--- src/rtl/t00_ssd_pkg.sv ---
// Shared seven-segment constants: segment bit positions, the 16 hex glyphs
// and the blank glyph. The forward hex-to-segment helper lives here as well
// so both directions of the display path share one glyph table.
package t00_ssd_pkg;

  // Bit positions within an 8-bit segment bus {dp, g, f, e, d, c, b, a}
  localparam int SEG_A  = 0;
  localparam int SEG_B  = 1;
  localparam int SEG_C  = 2;
  localparam int SEG_D  = 3;
  localparam int SEG_E  = 4;
  localparam int SEG_F  = 5;
  localparam int SEG_G  = 6;
  localparam int SEG_DP = 7;

  // Glyphs on bits g..a (dp excluded)
  localparam logic [6:0] SEG_HEX_0 = 7'h3F;
  localparam logic [6:0] SEG_HEX_1 = 7'h06;
  localparam logic [6:0] SEG_HEX_2 = 7'h5B;
  localparam logic [6:0] SEG_HEX_3 = 7'h4F;
  localparam logic [6:0] SEG_HEX_4 = 7'h66;
  localparam logic [6:0] SEG_HEX_5 = 7'h6D;
  localparam logic [6:0] SEG_HEX_6 = 7'h7D;
  localparam logic [6:0] SEG_HEX_7 = 7'h07;
  localparam logic [6:0] SEG_HEX_8 = 7'h7F;
  localparam logic [6:0] SEG_HEX_9 = 7'h67;
  localparam logic [6:0] SEG_HEX_A = 7'h77;
  localparam logic [6:0] SEG_HEX_B = 7'h7C;
  localparam logic [6:0] SEG_HEX_C = 7'h39;
  localparam logic [6:0] SEG_HEX_D = 7'h5E;
  localparam logic [6:0] SEG_HEX_E = 7'h79;
  localparam logic [6:0] SEG_HEX_F = 7'h71;
  localparam logic [6:0] SEG_BLANK = 7'h00;

  // Forward decoder: hex digit to glyph (used by the display driver side)
  function automatic logic [6:0] hex_to_seg(input logic [3:0] hex);
    logic [6:0] seg;
    case (hex)
      4'h0: seg = SEG_HEX_0;
      4'h1: seg = SEG_HEX_1;
      4'h2: seg = SEG_HEX_2;
      4'h3: seg = SEG_HEX_3;
      4'h4: seg = SEG_HEX_4;
      4'h5: seg = SEG_HEX_5;
      4'h6: seg = SEG_HEX_6;
      4'h7: seg = SEG_HEX_7;
      4'h8: seg = SEG_HEX_8;
      4'h9: seg = SEG_HEX_9;
      4'hA: seg = SEG_HEX_A;
      4'hB: seg = SEG_HEX_B;
      4'hC: seg = SEG_HEX_C;
      4'hD: seg = SEG_HEX_D;
      4'hE: seg = SEG_HEX_E;
      default: seg = SEG_HEX_F;
    endcase
    return seg;
  endfunction

endpackage

--- src/rtl/t00_ssrev.sv ---
// Reverse glyph lookup: 7-bit segment pattern to hex value, flagging
// legal glyphs and the all-off blank pattern separately.
module t00_ssrev
  import t00_ssd_pkg::*;
(
  input  logic [6:0] seg_i,
  output logic       legal_o,
  output logic       blank_o,
  output logic [3:0] hex_o
);

  // Pure table lookup; anything not in the glyph set is neither legal nor blank
  always_comb begin
    legal_o = 1'b1;
    blank_o = 1'b0;
    hex_o   = 4'h0;
    case (seg_i)
      SEG_HEX_0: hex_o = 4'h0;
      SEG_HEX_1: hex_o = 4'h1;
      SEG_HEX_2: hex_o = 4'h2;
      SEG_HEX_3: hex_o = 4'h3;
      SEG_HEX_4: hex_o = 4'h4;
      SEG_HEX_5: hex_o = 4'h5;
      SEG_HEX_6: hex_o = 4'h6;
      SEG_HEX_7: hex_o = 4'h7;
      SEG_HEX_8: hex_o = 4'h8;
      SEG_HEX_9: hex_o = 4'h9;
      SEG_HEX_A: hex_o = 4'hA;
      SEG_HEX_B: hex_o = 4'hB;
      SEG_HEX_C: hex_o = 4'hC;
      SEG_HEX_D: hex_o = 4'hD;
      SEG_HEX_E: hex_o = 4'hE;
      SEG_HEX_F: hex_o = 4'hF;
      SEG_BLANK: begin
        legal_o = 1'b0;
        blank_o = 1'b1;
      end
      default:   legal_o = 1'b0;
    endcase
  end

endmodule

--- src/rtl/t00_ssscan_dec.sv ---
// Seven-segment scan readback monitor. Samples the multiplexed display bus,
// waits for a pattern/select pair to be stable for STABLE_CYCLES samples,
// then decodes the glyph once into the selected digit slot.
module t00_ssscan_dec
  import t00_ssd_pkg::*;
#(
  parameter int NUM_DIGITS    = 8,
  parameter int STABLE_CYCLES = 4
) (
  input  logic                          clk,
  input  logic                          rst,
  input  logic [7:0]                    seg_in,
  input  logic [NUM_DIGITS-1:0]         dig_sel,
  input  logic                          clear,
  output logic [4*NUM_DIGITS-1:0]       hex_out,
  output logic [NUM_DIGITS-1:0]         dp_out,
  output logic [NUM_DIGITS-1:0]         digit_valid,
  output logic                          capture_strobe,
  output logic [$clog2(NUM_DIGITS)-1:0] capture_idx,
  output logic                          err,
  output logic [$clog2(NUM_DIGITS)-1:0] err_idx
);

  localparam int         IW       = $clog2(NUM_DIGITS);
  localparam logic [7:0] CNT_MAX  = 8'(STABLE_CYCLES);
  localparam logic [7:0] CNT_LAST = 8'(STABLE_CYCLES - 1);
  localparam logic [NUM_DIGITS-1:0] SEL_ONE = {{(NUM_DIGITS-1){1'b0}}, 1'b1};

  logic [7:0]              seg_q;
  logic [NUM_DIGITS-1:0]   sel_q;
  logic [7:0]              cnt_q, cnt_d;
  logic                    sel_onehot, match, capture_d;
  logic [IW-1:0]           sel_idx;
  logic [NUM_DIGITS-1:0]   slot_we;
  logic                    rev_legal, rev_blank;
  logic [3:0]              rev_hex;

  logic [4*NUM_DIGITS-1:0] hex_q;
  logic [NUM_DIGITS-1:0]   dp_q, valid_q;
  logic                    strobe_q, err_q;
  logic [IW-1:0]           cap_idx_q, err_idx_q;

  t00_ssrev u_rev (
    .seg_i   (seg_in[SEG_G:SEG_A]),
    .legal_o (rev_legal),
    .blank_o (rev_blank),
    .hex_o   (rev_hex)
  );

  // Stability tracking: a match is an identical, exactly one-hot repeat sample
  always_comb begin
    sel_onehot = (dig_sel != '0) && ((dig_sel & (dig_sel - SEL_ONE)) == '0);
    match      = sel_onehot && (seg_in == seg_q) && (dig_sel == sel_q);
    cnt_d      = cnt_q;
    if (!sel_onehot) begin
      cnt_d = 8'd0;
    end else if (match) begin
      if (cnt_q != CNT_MAX) cnt_d = cnt_q + 8'd1;
    end else begin
      cnt_d = 8'd1;
    end
    // Fires only on the transition into the saturated count, so a held
    // pattern captures once; clear on the same edge drops the capture.
    capture_d  = match && (cnt_q == CNT_LAST) && !clear;
  end

  // One-hot select to binary slot index
  always_comb begin
    sel_idx = '0;
    for (int i = 0; i < NUM_DIGITS; i++) begin
      if (dig_sel[i]) sel_idx = sel_idx | IW'(i);
    end
  end

  // Per-slot write enables
  for (genvar gi = 0; gi < NUM_DIGITS; gi++) begin : g_we
    assign slot_we[gi] = capture_d & dig_sel[gi];
  end

  // Input sample registers, stability counter and capture strobe
  always_ff @(posedge clk) begin
    if (rst) begin
      seg_q     <= '0;
      sel_q     <= '0;
      cnt_q     <= '0;
      strobe_q  <= 1'b0;
      cap_idx_q <= '0;
    end else begin
      seg_q    <= seg_in;
      sel_q    <= dig_sel;
      cnt_q    <= clear ? 8'd0 : cnt_d;
      strobe_q <= capture_d;
      if (capture_d) cap_idx_q <= sel_idx;
    end
  end

  // Digit slot bank and sticky error; only the selected slot is written
  always_ff @(posedge clk) begin
    if (rst || clear) begin
      hex_q     <= '0;
      dp_q      <= '0;
      valid_q   <= '0;
      err_q     <= 1'b0;
      err_idx_q <= '0;
    end else if (capture_d) begin
      for (int i = 0; i < NUM_DIGITS; i++) begin
        if (slot_we[i]) begin
          hex_q[4*i +: 4] <= rev_legal ? rev_hex : 4'h0;
          dp_q[i]         <= seg_in[SEG_DP];
          valid_q[i]      <= rev_legal;
        end
      end
      if (!rev_legal && !rev_blank) begin
        err_q     <= 1'b1;
        err_idx_q <= sel_idx;
      end
    end
  end

  assign hex_out        = hex_q;
  assign dp_out         = dp_q;
  assign digit_valid    = valid_q;
  assign capture_strobe = strobe_q;
  assign capture_idx    = cap_idx_q;
  assign err            = err_q;
  assign err_idx        = err_idx_q;

endmodule

--- config.mk ---
export PLATFORM = sky130hd
export DESIGN_NAME = t00_ssscan_dec
export DESIGN_NICKNAME = d
export VERILOG_FILES = /design/src/rtl/t00_ssd_pkg.sv /design/src/rtl/t00_ssrev.sv /design/src/rtl/t00_ssscan_dec.sv
export SDC_FILE = /design/constraint.sdc
export NUM_CORES = 1
export LEC_CHECK = 0
export CELL_PAD_IN_SITES_DETAIL_PLACEMENT = 1
export CELL_PAD_IN_SITES_GLOBAL_PLACEMENT = 1
export CORE_AREA = 2 2 87 89
export CTS_CLUSTER_SIZE = 20
export DETAILED_ROUTE_END_ITERATION = 8
export DIE_AREA = 0 0 89 91
export DONT_BUFFER_PORTS = 1
export PLACE_DENSITY_LB_ADDON = 0.1
export SLEW_MARGIN = 20
export SYNTH_ARGS = -nofsm -noshare
export SYNTH_HDL_FRONTEND = slang
export SYNTH_HIERARCHICAL = 1
export SYNTH_SLANG_ARGS = --single-unit
export TNS_END_PERCENT = 30
--- constraint.sdc ---
create_clock -name clk -period 5.2 [get_ports clk]
set_clock_uncertainty 0.15 [all_clocks]
set_input_delay 1.3 -clock clk [delete_from_list [all_inputs] [get_ports clk]]
set_output_delay 1.3 -clock clk [all_outputs]
set_load 0.005 [all_outputs]
==> reports/qor.yml, run 1 <==
status: "completed"
dp_hpwl_um: 6040
clockBufferDepth: 2
cp-end-kind: "flop"
drive_above_1_share_pct: 8.09
fillCellCount: 836
r2r-start: "cnt_q[0]$_SDFFE_PP0P_"
finalMaxSlewViolations: 0
area_delta_synth_final_pct: 7.03
die_area_mm2: 0.00810
antenna_found_initial: 0
rows: 31
gp_congestion: 0.862
critPathKind: "input port to flop"
core_region_area_mm2: 0.00714
wl_per_cell_um: 18.5
vias: 2672
tns_ns: 0
synthXorXnorAreaFrac_pct: 6.34
hold_violations: 0
rsz0062_at_grt: "false"
fin_crit_ns: 3.63
syn_nets: 399
port_buffers: 0
final_util_pct: 53.9
reg2reg_to: "err_idx[2]$_SDFFE_PP0P_"
synth_edf_count: 0
grtUsageTotal_pct: 23.0
yosysUniqueCellTypes: 46
slew_headroom_pct: 33.5
post-route-period-util_pct: 69.8
setup_violations: 0
grt_pass1_vias: 2831
first_iter_violations: 78
pre_cts_slack_ns: 1.22
cts_root_buffer: "clkbuf_8"
leakage_nw: 1.62
synthAdderAreaFrac_pct: 0.696
viasPerCell: 5.69
ir_worst_vdd_mv: 0.175
cts_tree: "done"
path_clk_slew_ns: 0.09
die_w_um: 89
yosys.area_share.simple_pct: 23.8
muxShareOfSynthArea_pct: 13.9
yosys_warnings: 6
cp-startpoint: "dig_sel[0]"
synth_area_mm2: 0.00359
wl_um: 8700
p_total_mw: 1.20
synth_top_family_by_area: "simple AND/OR/NAND/NOR gates"
antenna_cells: 0
cp-endpoint: "hex_out[25]$_SDFFE_PP0P_"
overflow: 0
start_util_pct: 50.4
hold_slack_ns: 0.336
maxCapViolCount: 0
clock_sinks: 80
start_kind: "input port"
grt_max_degree: 58
synth.ff_latch_count: 80
synthCells: 378
finalNetCount: 387
synth.avg_cell_area_um2: 9.51
instances_no_fill: 470
async_flop_share_pct: 0
crit_fanout: 18
place_inst: 454
synth_compound_area_share_pct: 6.75
ctsResizeCount: 0
worst_skew_pair.late_latency_ns: 0.36
tightest_slew_ns: 0.990
crit_arrival_ns: 3.70
powerDensity_mw_per_mm2: 312
drtPass1Iterations: 4
dpl_cell_area_mm2: 0.00361
post_cts_buffers: 0
cts_inserted_buffers: 9
fp.dieH_um: 91
reg2reg_slack_ns: 2.43
yosysSeqAreaShare_pct: 44.6
remaining_drc_errors: 0
hold_buffers: 0
grt_pass1_wl_um: 14500
hold_class: "flop to flop"
io_pins: 75
drtAntennaViolNets: 0
rr_worst_depth: 5
setup_slack_ns: 1.57
postLayoutCellArea_mm2: 0.00385
yosys_most_used_dff: "dfxtp_1"
clock.fmax_ghz: 0.276
critPathRequiredTime_ns: 5.28
cts_max_level: 3
[worst min path at each step]
stage	start	to	slack, ns	depth (start not counted)
floorplan	digit_valid[0]$_SDFFE_PP0P_	digit_valid[0]$_SDFFE_PP0P_	0.31	2
global placement	dp_out[1]$_SDFFE_PP0P_	dp_out[1]$_SDFFE_PP0P_	0.32	2
detailed placement	dp_out[6]$_SDFFE_PP0P_	dp_out[6]$_SDFFE_PP0P_	0.32	2
CTS	digit_valid[6]$_SDFFE_PP0P_	digit_valid[6]$_SDFFE_PP0P_	0.34	2
global route	hex_out[9]$_SDFFE_PP0P_	hex_out[9]$_SDFFE_PP0P_	0.36	2
finish	hex_out[1]$_SDFFE_PP0P_	hex_out[1]$_SDFFE_PP0P_	0.34	2
[flip-flops by register name, summed over array words and instances (netlist names), 3 cells and up]
| register | count |
|---|---|
| capture_idx | 3 |
| cnt_q | 8 |
| digit_valid | 8 |
| seg_q | 8 |
| err_idx | 3 |
| dp_out | 8 |
| hex_out | 32 |
| sel_q | 8 |
[kinds of logic after synthesis]
logic type               after synthesis
AO/OA/AOI/OAI                         32
XOR/XNOR                              26
adder cells (fa/ha/maj)                2
buffers and inverters                 28
flip-flops                            80
multiplexers                          50
AND/OR/NAND/NOR                      160
[synth_stat cells, drive strengths merged (5+ instances only)]
cell type / number / share of area (%)
and3: 12 / 2.1
nand2: 58 / 6.1
nor2b: 16 / 2.8
xor2: 5 / 1.2
dfxtp: 80 / 45
nand3: 24 / 4.0
nor4: 7 / 1.4
nand4: 7 / 1.2
clkbuf: 12 / 1.3
mux2i: 50 / 14
nor2: 18 / 1.9
a21oi: 6 / 0.84
buf: 12 / 2.3
xnor2: 21 / 5.1
[worst max-delay path: stages]
cell and delay (ns):
or4_4 0.54, nor4b_1 0.42, o41a_1 0.71, nand3_1 0.50, mux2i_1 0.23
[per-layer routing]
metal / track usage, % / vias up / share of wire, %
met3: 8.00 / 14 / 7.0
met4: 6.84 / 0 / 1.6
met1: 29.6 / 1277 / 45
met5: 0 / - / 0
met2: 36.4 / 73 / 46
li1: - / 1308 / -
[layout make-up]
cell class | count | area, µm² | share of cell area (%)
Sequential cell | 80 | 1600 | 41.6
Timing Repair Buffer | 1 | 7.51 | 0.195
Tap cell | 99 | 124 | 3.22
Multi-Input combinational cell | 270 | 1870 | 48.5
Inverter | 4 | 15.0 | 0.390
Clock buffer | 9 | 124 | 3.22
Clock inverter | 7 | 108 | 2.80
[cells in the final DEF, fill, tap and decap left out, types with 3 or more instances in the layout]
master,instances
clkbuf_8,9
and3_1,12
nand3_1,19
nand4_1,7
nand3_2,5
nor4_1,6
a31oi_1,4
nand2_1,57
xor2_1,5
a41oi_1,4
nor2b_1,16
a211oi_1,3
xnor2_1,21
mux2i_1,50
inv_1,4
a21oi_1,6
nor2_1,17
dfxtp_1,80
[power by group]
part	leakage, nW	internal (mW)	switching, mW
logic	0.862	0.0228	0.0249
registers	0.649	0.619	0.00285
clock network	0.114	0.280	0.251
total	1.62	0.922	0.279
No activity file was read; power rests on OpenSTA's default activity.
==> inputs of run 2 (changes only) <==
CORE_AREA = 2 2 91 93   (was 2 2 87 89)
DIE_AREA = 0 0 93 95   (was 0 0 89 91)
clock period = 3.8 ns   (was 5.2 ns; I/O delays follow)
==> reports/qor.yml, run 2 (same netlist as run 1, synthesis figures left out) <==
status: "completed"
clock.fmax_ghz: 0.346
grt_use_met3_pct: 7.58
finalMaxSlewViolations: 0
antenna_found_initial: 0
dp_hpwl_um: 6350
antenna_cells: 0
top_usage_layer: "met2"
area_delta_synth_final_pct: 7.17
hold_class: "flop to flop"
cts_tree: "done"
finalNetCount: 391
crit_arrival_ns: 3.02
met1_usage_pct: 25.6
cts_root_buffer: "clkbuf_8"
most-common-layout-cells: "80 x dfxtp_1, 57 x nand2_1, 50 x mux2i_1, 21 x xnor2_1, 19 x nand3_1"
postLayoutCellArea_mm2: 0.00385
io_pins: 75
hold_buffers: 0
cts_inserted_buffers: 9
reg2reg_slack_ns: 1.21
drtAntennaViolNets: 0
vias: 2663
place_inst: 464
die_area_mm2: 0.00884
crit_fanout: 18
wl_per_cell_um: 18.8
hold_violations: 0
fin_crit_ns: 2.89
tightest_slew_ns: 0.894
wl_um: 9010
use_met2_pct: 32.9
fillCellCount: 932
remaining_drc_errors: 0
rr_worst_depth: 5
slew_headroom_pct: 39.9
dpl_cell_area_mm2: 0.00365
port_buffers: 0
cts_max_level: 3
min_path_cells: 2
path_clk_slew_ns: 0.10
cp-end-kind: "flop"
core_region_area_mm2: 0.00793
die_w_um: 93
gp_congestion: 0.842
grt_pass1_vias: 2711
ctsResizeCount: 0
grt_max_degree: 44
leakage_nw: 1.63
powerDensity_mw_per_mm2: 400
clock_sinks: 80
drive_above_1_share_pct: 9.07
clockBufferDepth: 2
hold_slack_ns: 0.336
setup_violations: 0
viasPerCell: 5.55
multi_input_area_mm2: 0.00187
first_iter_violations: 90
largest_register_ffs: 32
critPathKind: "input port to flop"
fp.dieH_um: 95
maxCapViolCount: 0
post_cts_buffers: 0
grtUsageTotal_pct: 20.6
rsz0062_at_grt: "false"
drtPass1Iterations: 4
layout_commonest_cell: "dfxtp_1"
p_total_mw: 1.54
critPathRequiredTime_ns: 3.92
instances_no_fill: 480
grt_pass1_wl_um: 14100
tns_ns: 0
post-route-period-util_pct: 76.1
ir_worst_vdd_mv: 0.211
worst_skew_pair.late_latency_ns: 0.36
start_util_pct: 45.3
rows: 33
area.sequential_mm2: 0.00160
start_kind: "input port"
overflow: 0
run 2: cell type report:
class / instances / share of cell area [%]
Inverter: 4 / 0.390
Multi-Input combinational cell: 270 / 48.5
Tap cell: 105 / 3.41
Sequential cell: 80 / 41.6
Clock buffer: 9 / 3.22
Clock inverter: 7 / 1.95
Timing Repair Buffer: 5 / 0.975
run 2: per-stage QoR:
stage               setup WS (ns)  utilization, %
floorplan                   0.752               -
global placement            0.644            46.1
detailed placement          0.511            46.1
CTS                         0.893            48.6
global route                0.725            48.6
finish                      0.907            48.6
run 2: report_power, final:
part	internal [mW]	switching, mW
clock network	0.260	0.363
registers	0.847	0.00416
logic	0.0313	0.0350
run 2: routing by layer:
metal | up-vias | wire (µm) | part of all wire (%)
met5 | - | 0 | 0
met4 | 0 | 115 | 1.3
met3 | 8 | 653 | 7.2
met2 | 64 | 4240 | 47
met1 | 1278 | 3990 | 44
li1 | 1313 | - | -
run 2: path summary, 6_finish.rpt:
path | from | to
worst min-delay path | hex_out[15]$_SDFFE_PP0P_ | hex_out[15]$_SDFFE_PP0P_
worst max register to register | sel_q[6]$_SDFF_PP0_ | hex_out[27]$_SDFFE_PP0P_
worst min register to register | hex_out[15]$_SDFFE_PP0P_ | hex_out[15]$_SDFFE_PP0P_
worst max-delay path | dig_sel[0] | hex_out[27]$_SDFFE_PP0P_
run 2: critical path, cell delays in order:
cell and delay [ns]:
or4_4 0.54, nor4b_1 0.42, o41a_1 0.20, buf_4 0.23
nand3_1 0.37, mux2i_1 0.30
==> inputs of run 3 (changes only) <==
clock period = 2.75 ns   (was 3.8 ns; I/O delays follow)
==> reports/qor.yml, run 3 (same netlist as run 1, synthesis figures left out) <==
tightest_slew_ns: 0.561
wl_per_cell_um: 19.0
io_pins: 75
clock_sinks: 80
path_cells: "or4_4, nor4bb_1, o41a_1, buf_4, nand3_2, mux2i_1"
cpMaxStageDelayCell: "or4_4"
path_buf_inv: 1
drtPass1Iterations: 4
start_util_pct: 45.3
grtUsageTotal_pct: 21.8
clockBufferDepth: 2
worst_skew_pair.late_latency_ns: 0.35
maxCapViolCount: 0
clock.fmax_ghz: 0.413
die_w_um: 93
viasPerCell: 5.66
leakage_nw: 1.69
most-common-layout-cells: "80 x dfxtp_1, 57 x nand2_1, 50 x mux2i_1, 21 x xnor2_1, 19 x nand3_1"
antenna_found_initial: 0
path_clk_slew_ns: 0.09
finalMaxSlewViolations: 0
hold_class: "input port to flop"
start_kind: "input port"
cts_inserted_buffers: 9
hold_buffers: 0
remaining_drc_errors: 0
cp-startpoint: "dig_sel[0]"
core_region_area_mm2: 0.00793
wl_um: 9230
setup_violations: 0
crit_path_max_incr_delay_ns: 0.54
critPathRequiredTime_ns: 2.83
post-route-period-util_pct: 88.0
post_cts_buffers: 0
r2r-start: "cnt_q[3]$_SDFFE_PP0P_"
crit_fanout: 11
layout_commonest_cell: "dfxtp_1"
cts_max_level: 3
port_buffers: 0
gp_congestion: 0.775
critPathKind: "input port to flop"
cpLargestDelayFamily: "simple AND/OR/NAND/NOR gates"
hold_violations: 0
rsz0062_at_grt: "false"
largest_register_ffs: 32
grt_max_degree: 49
fp.dieH_um: 95
first_iter_violations: 86
reg2reg_to: "err_idx[1]$_SDFFE_PP0P_"
tns_ns: 0
cp-end-kind: "flop"
fin_crit_ns: 2.42
ctsResizeCount: 0
antenna_cells: 0
cts_tree: "done"
drtAntennaViolNets: 0
ir_worst_vdd_mv: 0.264
p_total_mw: 2.38
reg2reg_slack_ns: 0.43
area_delta_synth_final_pct: 10.1
grt_pass1_wl_um: 14900
status: "completed"
crit_arrival_ns: 2.50
dp_hpwl_um: 6530
cts_root_buffer: "clkbuf_8"
powerDensity_mw_per_mm2: 602
drive_above_1_share_pct: 10.8
worstHoldEndpoint: "err_idx[0]$_SDFFE_PP0P_"
grt_pass1_vias: 2848
min_from: "clear"
min_path_cells: 1
die_area_mm2: 0.00884
hold_slack_ns: 0.235
final_util_pct: 49.9
rr_worst_depth: 5
slew_headroom_pct: 62.3
overflow: 0
rows: 33
finalNetCount: 396
vias: 2743
==> run 3: changes by cell type in the layout (fill, tap and decap cells not counted), moves of 2 or more <==
| cell | before | now |
|---|---|---|
| a2111oi_1 | 2 | 0 |
| bufinv_16 | 0 | 3 |
| a2111oi_2 | 2 | 4 |
| buf_4 | 5 | 10 |
==> run 3: stage by stage <==
step	setup WS, ns	area [µm²]	instances
floorplan	-0.0162	3610	378
global placement	-0.00251	3700	469
detailed placement	-0.0374	3700	469
CTS	0.338	3960	485
global route	0.187	3960	485
finish	0.331	3960	485
==> run 3: how the worst max path moves through the flow <==
stage                     slack (ns)  cells after the start                 endpoint
after floorplan                -0.02                      7  err_idx[0]$_SDFFE_PP0P_
after global placement        -0.003                      6  err_idx[2]$_SDFFE_PP0P_
after detailed placement       -0.04                      6  hex_out[4]$_SDFFE_PP0P_
after CTS                       0.34                      6  err_idx[2]$_SDFFE_PP0P_
after global routing            0.19                      6  err_idx[2]$_SDFFE_PP0P_
final                           0.33                      6  hex_out[5]$_SDFFE_PP0P_
==> run 3: layout make-up <==
| cell class | instances | area [µm²] |
|---|---|---|
| timing repair buffer | 10 | 75.1 |
| multi-input combinational | 270 | 1880 |
| clock buffer | 9 | 124 |
| inverter | 4 | 15.0 |
| sequential | 80 | 1600 |
| tap | 105 | 131 |
| clock inverter | 7 | 133 |
| fill | 903 | 3970 |
==> run 3: worst reg2reg max path, stage by stage, from the launching register on <==
cell and delay (ns):
dfxtp_1 0.35, or4_1 0.53, nor2_1 0.32, and2_1 0.37
a41oi_1 0.18, a2111oi_2 0.34
==> run 3: power by group <==
part | internal, mW | switching [mW] | total, mW
clock network | 0.625 | 0.487 | 1.11
logic | 0.0449 | 0.0494 | 0.0943
registers | 1.17 | 0.00535 | 1.18
==> run 3: metal layers <==
layer / wire [µm] / GRT usage, % / vias to the layer above / share of wire, %
li1: - / - / 1327 / -
met1: 4100 / 27.1 / 1338 / 44
met2: 4320 / 34.8 / 64 / 47
met3: 642 / 7.74 / 14 / 7.0
met4: 172 / 8.46 / 0 / 1.9
met5: 0 / 0 / - / 0
